## src/rtl/simple_pkg.sv

```systemverilog
// Shared types for the memory-side arbiters: FSM states, port IDs, the debug view
// and the text-segment address legality rule.
package simple_pkg;

  typedef enum logic [1:0] {ARB_IDLE, ARB_WAIT, ARB_RESP} text_arb_state_t;
  typedef enum logic {PORT_F, PORT_D} text_arb_port_t;

  typedef struct packed {
    text_arb_state_t state;
    text_arb_port_t  owner;
    text_arb_port_t  last;
    logic [31:0]     address;
  } text_arb_dbg_t;

  // Word-aligned and inside [lo, hi], all unsigned 32-bit.
  function automatic logic text_addr_legal(input logic [31:0] address,
                                           input logic [31:0] lo,
                                           input logic [31:0] hi);
    return (address[1:0] == 2'b00) && (address >= lo) && (address <= hi);
  endfunction

endpackage

```

## src/rtl/text_memory_arbiter_rr_arbiter2.sv

```systemverilog
// Two-way round-robin grant. The pointer remembers the last granted port and only
// moves when the caller signals that the current grant was taken.
module rr_arbiter2
  import simple_pkg::*;
(
  input  logic           clock,
  input  logic           reset_n,
  input  logic           req_f,
  input  logic           req_d,
  input  logic           update,
  output logic           grant_valid,
  output text_arb_port_t grant,
  output text_arb_port_t last
);

  text_arb_port_t last_q;

  always_comb begin
    grant_valid = req_f | req_d;
    grant       = PORT_F;
    if (req_f && req_d) grant = (last_q == PORT_F) ? PORT_D : PORT_F;
    else if (req_d)     grant = PORT_D;
  end

  always_ff @(posedge clock) begin
    if (!reset_n)                     last_q <= PORT_F;
    else if (update && grant_valid)   last_q <= grant;
  end

  assign last = last_q;

endmodule

```

## src/rtl/text_memory_arbiter.sv

```systemverilog
// Shares the single-ported synchronous-read text memory between fetch (F) and
// data (D) requesters, rejecting misaligned or out-of-segment reads with an error.
`ifndef TEXT_BEGIN
`define TEXT_BEGIN 32'h0040_0000
`endif
`ifndef TEXT_END
`define TEXT_END 32'h0040_FFFC
`endif

module text_memory_arbiter
  import simple_pkg::*;
#(
  parameter logic [31:0] TEXT_BEGIN = `TEXT_BEGIN,
  parameter logic [31:0] TEXT_END   = `TEXT_END,
  parameter int          INDEX_W    = 14
) (
  input  logic               clock,
  input  logic               reset_n,
  input  logic               f_req_valid,
  output logic               f_req_ready,
  input  logic [31:0]        f_req_address,
  input  logic               d_req_valid,
  output logic               d_req_ready,
  input  logic [31:0]        d_req_address,
  output logic               f_resp_valid,
  input  logic               f_resp_ready,
  output logic [31:0]        f_resp_data,
  output logic               f_resp_error,
  output logic               d_resp_valid,
  input  logic               d_resp_ready,
  output logic [31:0]        d_resp_data,
  output logic               d_resp_error,
  output logic [INDEX_W-1:0] mem_address,
  input  logic [31:0]        mem_q,
  output text_arb_dbg_t      dbg
);

  // Handshake: a transfer happens on a rising edge where valid and ready are both 1.
  // Requesters hold valid/address until ready; responses hold valid/data/error until ready.

  text_arb_state_t state;
  text_arb_port_t  owner, grant, last;
  logic            grant_valid, accept, owner_ready, resp_error;
  logic [31:0]     addr_q, grant_addr, resp_data;

  rr_arbiter2 u_rr (
    .clock       (clock),
    .reset_n     (reset_n),
    .req_f       (f_req_valid),
    .req_d       (d_req_valid),
    .update      (accept),
    .grant_valid (grant_valid),
    .grant       (grant),
    .last        (last)
  );

  assign accept      = (state == ARB_IDLE) && grant_valid;
  assign grant_addr  = (grant == PORT_D) ? d_req_address : f_req_address;
  assign f_req_ready = accept && (grant == PORT_F);
  assign d_req_ready = accept && (grant == PORT_D);
  assign owner_ready = (owner == PORT_F) ? f_resp_ready : d_resp_ready;

  // In IDLE the winner's address goes straight out so the memory samples it at the grant edge.
  assign mem_address = (state == ARB_IDLE) ? grant_addr[INDEX_W+1:2] : addr_q[INDEX_W+1:2];

  always_ff @(posedge clock) begin
    if (!reset_n) begin
      state      <= ARB_IDLE;
      owner      <= PORT_F;
      addr_q     <= '0;
      resp_data  <= '0;
      resp_error <= 1'b0;
    end else begin
      case (state)
        ARB_IDLE: begin
          if (grant_valid) begin
            owner  <= grant;
            addr_q <= grant_addr;
            if (text_addr_legal(grant_addr, TEXT_BEGIN, TEXT_END)) begin
              state <= ARB_WAIT;
            end else begin
              resp_data  <= '0;
              resp_error <= 1'b1;
              state      <= ARB_RESP;
            end
          end
        end
        ARB_WAIT: begin
          resp_data  <= mem_q;
          resp_error <= 1'b0;
          state      <= ARB_RESP;
        end
        ARB_RESP: begin
          if (owner_ready) state <= ARB_IDLE;
        end
        default: state <= ARB_IDLE;
      endcase
    end
  end

  assign f_resp_valid = (state == ARB_RESP) && (owner == PORT_F);
  assign d_resp_valid = (state == ARB_RESP) && (owner == PORT_D);
  assign f_resp_data  = f_resp_valid ? resp_data : '0;
  assign d_resp_data  = d_resp_valid ? resp_data : '0;
  assign f_resp_error = f_resp_valid && resp_error;
  assign d_resp_error = d_resp_valid && resp_error;

  assign dbg = '{state: state, owner: owner, last: last, address: addr_q};

endmodule

```

## config.mk

```make
export PLATFORM = sky130hd
export DESIGN_NAME = text_memory_arbiter
export DESIGN_NICKNAME = d
export VERILOG_FILES = /design/src/rtl/simple_pkg.sv /design/src/rtl/text_memory_arbiter_rr_arbiter2.sv /design/src/rtl/text_memory_arbiter.sv
export SDC_FILE = /design/constraint.sdc
export NUM_CORES = 1
export LEC_CHECK = 0
export ABC_CLOCK_PERIOD_IN_PS = 2350
export BUFFER_PORTS_ARGS = -buffer_cell sky130_fd_sc_hd__buf_2
export CORE_AREA = 5 5 94 104
export DETAILED_ROUTE_END_ITERATION = 10
export DIE_AREA = 0 0 99 109
export PLACE_DENSITY = 0.8
export SYNTH_ARGS = -nofsm -noshare
export SYNTH_HDL_FRONTEND = slang
export SYNTH_HIERARCHICAL = 1
export SYNTH_SLANG_ARGS = --single-unit
```

## constraint.sdc

```tcl
create_clock -name clock -period 2.35 [get_ports clock]
set_input_delay 0.1175 -clock clock [delete_from_list [all_inputs] [get_ports clock]]
set_output_delay 0.1175 -clock clock [all_outputs]
set_load 0.01 [all_outputs]
```

Word-level counts from Yosys, hierarchy flattened
Index checks and enable logic that the tools add are counted.
W data, S select, Z words.
{"block": "totals", "ff_bits": 69, "in_bits": 102}
{"block": "classes", "reduce_logical": 17, "n_mux": 18, "n_eq_ne": 5, "bitwise_logic": 3, "magnitude_cmp": 2}
{"cell": "$mux W32", "n": 5}
{"cell": "$pmux W32 S2", "n": 1}
{"cell": "$ge A32 B23 Y1 const B", "n": 1}
{"cell": "$le A32 B23 Y1 const B", "n": 1}
{"cell": "$mux W14", "n": 1}
{"cell": "$logic_and A1 B1 Y1", "n": 11}
{"cell": "$mux W1", "n": 6}
{"cell": "$mux W2", "n": 3}
{"cell": "$ne A2 B2 Y1 const B", "n": 3}
{"cell": "$pmux W2 S3", "n": 1}
{"cell": "$logic_not A2 Y1", "n": 2}
{"cell": "$reduce_and A2 Y1", "n": 2}
{"cell": "$reduce_and A3 Y1", "n": 1}
{"cell": "$eq A2 B1 Y1 const B", "n": 1}
{"cell": "$eq A2 B2 Y1 const B", "n": 1}
{"cell": "$not A1 Y1", "n": 2}
{"cell": "$pmux W1 S2", "n": 1}
{"cell": "$reduce_bool A2 Y1", "n": 1}
{"cell": "$or A1 B1 Y1", "n": 1}

Longest topological paths before layout
Gate-level depths: netlist (run 1).
{"block": "depth", "ltp_word": 9, "ltp_mapped": 8}

Hierarchy
Netlist (run 1), hierarchy kept.
{"module": "text_memory_arbiter", "seq_area_each_um2": 1361.3, "cells_per_inst": 439, "area_each_um2": 3619.7, "instances": 1}
{"module": "rr_arbiter2", "seq_area_each_um2": 20.0, "cells_per_inst": 6, "area_each_um2": 56.3, "instances": 1}

Worst setup path before layout (run 1)
No wires, ideal clock.
{"block": "synth_timing", "path_type": "register to register", "startpoint": "register u_rr.last_q (netlist: u_rr/last)", "endpoint": "register resp_error", "arrival_ns": 1.620, "stages_incl_launch_ff": 8, "setup_time_ns": 0.115, "slack_ns": 0.615, "path_buffers": 1, "t_required_ns": 2.235, "path_cell_list": "dfxtp_1 -> a21boi_0 -> buf_4 -> nor3_2 -> a21oi_1 -> a211oi_4 -> a41oi_1 -> a21bo_2"}
{"block": "synth_via", "elab_chain_cells": 8, "elab_cells_between_ends": 10}
{"element": "from (decl)", "line_no": "text_memory_arbiter_rr_arbiter2.sv:16", "text": "text_arb_port_t last_q;"}
{"element": "from (signal assigned)", "line_no": "text_memory_arbiter_rr_arbiter2.sv:27", "text": "else if (update && grant_valid) last_q <= grant;"}
{"element": "$mux W1 * (2 in a row)", "line_no": "text_memory_arbiter_rr_arbiter2.sv:21", "text": "if (req_f && req_d) grant = (last_q == PORT_F) ? PORT_D : PORT_F;"}
{"element": "via grant", "line_no": "text_memory_arbiter.sv:42", "text": "text_arb_port_t owner, grant, last;"}
{"element": "$mux W32 *", "line_no": "text_memory_arbiter.sv:58", "text": "assign grant_addr = (grant == PORT_D) ? d_req_address : f_req_address;"}
{"element": "$ge A32 B23 Y1 or $logic_not A2 Y1 (tied branches)", "line_no": "simple_pkg.sv:19", "text": "return (address[1:0] == 2'b00) && (address >= lo) && (address <= hi);"}
{"element": "$logic_and A1 B1 Y1", "line_no": "simple_pkg.sv:19"}
{"element": "$logic_and A1 B1 Y1 *", "line_no": "simple_pkg.sv:19"}
{"element": "$ne A2 B2 Y1 (no source line) *"}
{"element": "$reduce_and A3 Y1 (no source line) *"}
{"element": "to (signal assigned)", "line_no": "text_memory_arbiter.sv:72", "text": "resp_error <= 1'b0;"}
{"element": "to (signal assigned)", "line_no": "text_memory_arbiter.sv:83", "text": "resp_error <= 1'b1;"}
{"element": "to (signal assigned)", "line_no": "text_memory_arbiter.sv:90", "text": "resp_error <= 1'b0;"}
{"element": "to (decl)", "line_no": "text_memory_arbiter.sv:43", "text": "logic grant_valid, accept, owner_ready, resp_error;"}
The timed path passes the listed nets; every way through them passes the cells marked *.
A chain may end at the register's enable or synchronous reset.

Worst setup path after layout (run 1)
{"block": "layout_timing", "startpoint": "register u_rr.last_q (netlist: u_rr/last)", "endpoint": "output port mem_address[2]"}
{"block": "layout_via", "elab_chain_cells": 4}
{"element": "$mux W1 (2 in a row)", "line_no": "text_memory_arbiter_rr_arbiter2.sv:21"}
{"element": "via grant", "line_no": "text_memory_arbiter.sv:42"}
{"element": "$mux W32", "line_no": "text_memory_arbiter.sv:58"}
{"element": "$mux W14", "line_no": "text_memory_arbiter.sv:64", "text": "assign mem_address = (state == ARB_IDLE) ? grant_addr[INDEX_W+1:2] : addr_q[INDEX_W+1:2];"}
{"element": "to (decl)", "line_no": "text_memory_arbiter.sv:33", "text": "output logic [INDEX_W-1:0] mem_address,"}
The timed path passes the listed nets, and every way through them passes these cells.

==> metrics.json, run 1 <==
{
  "drtIter0Drc": 158,
  "finalInstanceArea_sq_um": 4977,
  "number_of_setup_violations_in_the_final_report": 0,
  "max_slew.worst_pin.slew_ns": 0.4518,
  "worst_hold_startpoint": "mem_q[25]",
  "reg2regPathDepth": 6,
  "pre_cts_ws_ns": 0.3406,
  "synth_edf_count": 0,
  "synth.ff_latch_count": 69,
  "max_cap_violations": 0,
  "slew-limit-headroom_pct": 69.60,
  "cts.path.max_buffers": 2,
  "finalNetCount": 749,
  "die_area_sq_um": 10790,
  "cp-end-kind": "primary output",
  "hold-worst-slack_ns": 0.03197,
  "max_fclk_mhz": 467.1,
  "worst_hold_path_type": "in -> reg",
  "first_global_vias": 3787,
  "areaGrowthSynthToFinish_pct": 35.40,
  "postRouteWirelength_um": 11280,
  "clock_buffer_count_from_cts": 9,
  "grt_setup_unrepaired": "false",
  "last_weighted_congestion_value_of_the_routability_driven_placer": 0.8534,
  "avgSynthCellArea_sq_um": 8.261,
  "netlist-cell-type-count": 40,
  "hold_viol": 0,
  "grt.overflow.total": 0,
  "power_per_standard_cell_area_nw_per_um2": 537.4,
  "drt_pre_antenna_iters": 4,
  "wl_per_cell_um": 14.77,
  "ff_to_ff_start": "u_rr/last",
  "synthesis.instances": 445,
  "placed_area_sq_um": 4812,
  "synth-async-reset-ratio_pct": 0,
  "route.detailed.vias_per_inst": 5.107,
  "groute.usage.overall_pct": 20.16,
  "synth_seq_area_share_pct": 37.58,
  "reg2reg_to": "resp_error",
  "tns_ns": 0,
  "clk-insertion-delay-late_ns": 0.33,
  "power.ir.vdd_worst_uv": 330.1,
  "clkTransAtPathRegs_ns": 0.07,
  "h-tree-depth": 3,
  "worstSetupPathType": "reg -> out",
  "syn-num-nets": 547,
  "run_status": "finished clean",
  "netlist_top_cells_area": "dfxtp_1 38%, and2_1 11%, mux2i_1 8.7%",
  "grt_max_degree": 46,
  "crit_arrival_ns": 2.02,
  "clock_tree_from_tritoncts": "yes",
  "floorplan.die.width_um": 99,
  "initial_utilization_pct": 42.29,
  "post_cts_hold_buffer_count": 0,
  "antenna_violating_nets_post_route": 0,
  "post-dp-hpwl_um": 8872,
  "postCtsResizedCells": 0,
  "io_count": 222,
  "finalMaxSlewViolations": 0,
  "reg2reg_slack_ns": 0.32,
  "post-route-min-period_ns": 2.141,
  "grt_first_pass_wirelength_um": 17730,
  "antenna-diode-count": 0,
  "synth_top_area_share_pct": 37.58,
  "rows": 36,
  "number_of_antenna_violations_at_the_first_check_in_global_routing": 0,
  "final.fill_count": 799,
  "clock_skew_ns": 0.007909,
  "via_count": 3902,
  "route.detailed.drc": 0,
  "worst_hold_path.num_cells": 3,
  "core_area_sq_um": 8693,
  "timing.critical_path.fanout_max": 23,
  "synth_largest_area_cell": "dfxtp_1",
  "critical_path_required_ns": 2.23,
  "cts_sink_cnt": 69,
  "timing.final.crit_share_pct": 91.10,
  "syn_area_sq_um": 3676,
  "drive_gt1_share_pct": 39.54,
  "placed_cells": 750,
  "worst_slack_ns": 0.2091,
  "min_to": "resp_data[25]",
  "type_of_origin_of_the_critical_path": "flop",
  "clock_tree.root_cell": "clkbuf_8",
  "synth-warning-count": 6,
  "cellLeakagePower_nw": 2.415,
  "finalNonFillerCells": 764,
  "synth_ff_type": "dfxtp_1",
  "portBuffers": 221,
  "post-cts-setup-buffers": 0,
  "die_h_um": 109
}
cell families (layout without fill, tap and decap cells):
group | count (synthesis) | count (layout) | synth area share [%]
buf+inv | 42 | 247 | 5.922
flops | 69 | 69 | 37.58
simple gates | 180 | 180 | 25.70
compound gates | 122 | 122 | 22.09
mux | 32 | 32 | 8.713
Yosys cell counts (14+ instances only):
cell type   n
dfxtp_1    69
and2_1     67
nand2_1    50
nor2_1     42
a22oi_1    32
mux2i_1    32
a211oi_1   31
o21ai_1    29
clkbuf_1   17
o21ai_0    16
buf_2      14
state kept, by name (all words and copies together) (netlist names):
name and count:
resp_data 32, state 2, resp_error 1, addr_q 32
owner 1, u_rr/last 1
metal layers:
layer,vias up,track usage [%],part of all wire [%],wire (um)
met5,-,0,0,0
met4,0,7.317,2.0,231
met3,18,6.270,11,1194
met2,191,35.56,48,5410
met1,1738,22.88,39,4444
li1,1955,-,-,-
stage by stage:
stage / power, mW / util, %
after floorplan: 1.625 / -
after global placement: 1.864 / 55.35
after detailed placement: 1.881 / 55.35
after CTS: 2.714 / 57.25
after global routing: 2.834 / 57.25
final: 2.675 / 57.25
layout by cell type, fill, tap and decap left out, drive strengths merged:
cell type  synthesis  routed
a211oi            32      32
a21bo              1       1
a21boi             1       1
a21oi              5       5
a221oi             1       1
a22oi             32      32
a311oi             1       1
a31o               1       1
a41oi              1       1
and2              67      67
and3               2       2
and3b              1       1
and4b              2       2
buf               22     231
clkbuf            18      12
clkinv             1       4
dfxtp             69      69
mux2i             32      32
nand2             51      51
nand2b             1       1
nand3              2       2
nand3b             1       1
nor2              42      42
nor3               1       1
nor3b              2       2
nor4               4       4
nor4b              2       2
o21ai             46      46
o21bai             1       1
or2                2       2
final cells by class:
type	instances	area, sq um	share of cell area, %
well taps	114	142.6	2.866
clock inverters	2	10.01	0.2011
multi-input cells	334	2100	42.18
repair buffers	231	1181	23.73
flip-flops and latches	69	1381	27.75
clock buffers	12	155.1	3.117
inverters	2	7.507	0.1508
worst max-delay path by stage:
stage               from        endpoint  slack [ns]  cells past startpoint
2_1_floorplan  u_rr/last      resp_error        0.62                      7
3_3_place_gp   u_rr/last      resp_error        0.40                      6
3_5_place_dp   u_rr/last      resp_error        0.34                      6
4_1_cts        u_rr/last  mem_address[2]        0.20                      5
5_1_grt        u_rr/last  mem_address[7]        0.06                      5
6_report       u_rr/last  mem_address[2]        0.21                      5
worst max-delay path, cell delays in order (launching register included):
cell and delay (ns):
dfxtp_1 0.35, a21boi_4 0.32, buf_4 0.43, mux2i_1 0.31
o21ai_0 0.11, buf_2 0.16
power by group:
| group | switching, mW | leakage [nW] | internal [mW] |
|---|---|---|---|
| logic | 0.327 | 1.76 | 0.242 |
| clock network | 0.396 | 0.0881 | 0.426 |
| registers | 0.0485 | 0.565 | 1.24 |
| total | 0.772 | 2.41 | 1.90 |
No activity file was read; power rests on OpenSTA's default activity.
==> run 2, diff against run 1 <==
Settings changed: CTS_CLUSTER_DIAMETER set to 150, RECOVER_POWER set to 25, SKIP_CTS_REPAIR_TIMING set to 1.
==> run 2 against run 1 <==
Wire length fell by 0.39%. Utilization decreased by 0.58 points. Critical path depth is the same. Critical path type unchanged. Clock skew about the same.
==> metrics.json, run 2 (same netlist as run 1, synthesis figures left out) <==
{
  "core_area_sq_um": 8693,
  "post-dp-hpwl_um": 8872,
  "postRouteWirelength_um": 11240,
  "run_status": "finished clean",
  "number_of_antenna_violations_at_the_first_check_in_global_routing": 0,
  "ff_to_ff_start": "u_rr/last",
  "worst_hold_startpoint": "mem_q[25]",
  "p_switching_mw": 0.7725,
  "worst_slack_ns": 0.2208,
  "final.fill_count": 831,
  "worst_hold_path_type": "in -> reg",
  "grt_first_pass_wirelength_um": 17730,
  "worstSetupPathType": "reg -> out",
  "clock_skew_ns": 0.008287,
  "wl_per_cell_um": 14.71,
  "die_h_um": 109,
  "first_global_vias": 3787,
  "via_count": 3891,
  "rows": 36,
  "finalNetCount": 749,
  "io_count": 222,
  "groute.usage.overall_pct": 20.16,
  "timing_startpoint_of_the_critical_path": "u_rr/last",
  "floorplan.die.width_um": 99,
  "areaGrowthSynthToFinish_pct": 34.04,
  "power.share.combinational_pct": 20.7,
  "last_weighted_congestion_value_of_the_routability_driven_placer": 0.8534,
  "route.detailed.drc": 0,
  "portBuffers": 221,
  "cts.path.max_buffers": 2,
  "max_cap_violations": 0,
  "cts_sink_cnt": 69,
  "cell_internal_pwr_mw": 1.885,
  "drive_gt1_share_pct": 33.69,
  "power_per_standard_cell_area_nw_per_um2": 539.3,
  "clk-insertion-delay-late_ns": 0.33,
  "finish.utilization_pct": 56.68,
  "antenna_violating_nets_post_route": 0,
  "timing.final.crit_share_pct": 90.61,
  "number_of_setup_violations_in_the_final_report": 0,
  "clock_buffer_count_from_cts": 9,
  "clock_tree.root_cell": "clkbuf_8",
  "cellLeakagePower_nw": 2.276,
  "type_of_origin_of_the_critical_path": "flop",
  "route.detailed.vias_per_inst": 5.093,
  "hold_viol": 0,
  "finalMaxSlewViolations": 0,
  "share_seq_of_total_power_pct": 48.4,
  "finalPower_mw": 2.657,
  "grt_max_degree": 46,
  "power_frac_clock_pct": 30.9,
  "cp-end-kind": "primary output",
  "h-tree-depth": 3,
  "power.ir.vdd_worst_uv": 329.1,
  "grt.overflow.total": 0,
  "clock_tree_from_tritoncts": "yes",
  "max_fclk_mhz": 469.7,
  "power.switching_fraction_pct": 29.07,
  "post-route-min-period_ns": 2.129,
  "critical_path_required_ns": 2.23,
  "grt_setup_unrepaired": "false",
  "die_area_sq_um": 10790,
  "timing.critical_path.fanout_max": 23,
  "final_cell_mix": "184 x buf_2, 69 x dfxtp_1, 67 x and2_1",
  "max_slew.worst_pin.slew_ns": 0.7394,
  "crit_arrival_ns": 2.01,
  "initial_utilization_pct": 42.29,
  "tns_ns": 0,
  "clkTransAtPathRegs_ns": 0.07,
  "slew-limit-headroom_pct": 50.70,
  "hold-worst-slack_ns": 0.03154,
  "drtIter0Drc": 181,
  "antenna-diode-count": 0,
  "drt_pre_antenna_iters": 4,
  "reg_top3": "addr_q x32, resp_data x32, state x2",
  "layout.cells.most_common": "buf_2",
  "pre_cts_ws_ns": 0.3406
}
==> run 2: metrics by stage <==
step	area, sq um	instances
detailed placement	4812	750
floorplan	3676	445
global route	4927	764
CTS	4977	764
finish	4927	764
global placement	4812	750
==> run 2: worst paths after layout <==
path / end / slack, ns / depth (start not counted)
setup / recovery: mem_address[2] / 0.22 / 5
hold / removal: resp_data[25] / 0.03 / 3
setup reg to reg: resp_error / 0.32 / 6
hold reg to reg: resp_data[15] / 0.47 / 2
==> run 2: final cells by class <==
| class | instances | area (sq um) | share of cell area, % |
|---|---|---|---|
| clock inverters | 2 | 10.01 | 0.2031 |
| flip-flops and latches | 69 | 1381 | 28.03 |
| multi-input cells | 334 | 2100 | 42.61 |
| inverters | 2 | 7.507 | 0.1524 |
| clock buffers | 12 | 155.1 | 3.149 |
| repair buffers | 231 | 1131 | 22.96 |
| well taps | 114 | 142.6 | 2.895 |
==> run 2: worst max-delay path: stages (launching register included) <==
cell and delay, ns:
dfxtp_1 0.35, a21boi_4 0.32, buf_4 0.42, mux2i_1 0.31, o21ai_0 0.11, buf_2 0.16
==> run 2: power by group through the flow <==
stage,logic (mW),registers (mW),clock network (mW)
floorplan,0.299,1.33,0
global placement,0.559,1.31,0
detailed placement,0.573,1.31,0
CTS,0.574,1.28,0.857
global route,0.614,1.29,0.909
finish,0.550,1.29,0.822
==> run 2: routing by layer <==
layer  wire (um)  global-route usage, %
met5           0                      0
met4         227                  7.317
met3        1150                  6.270
met2        5421                  35.56
met1        4437                  22.88
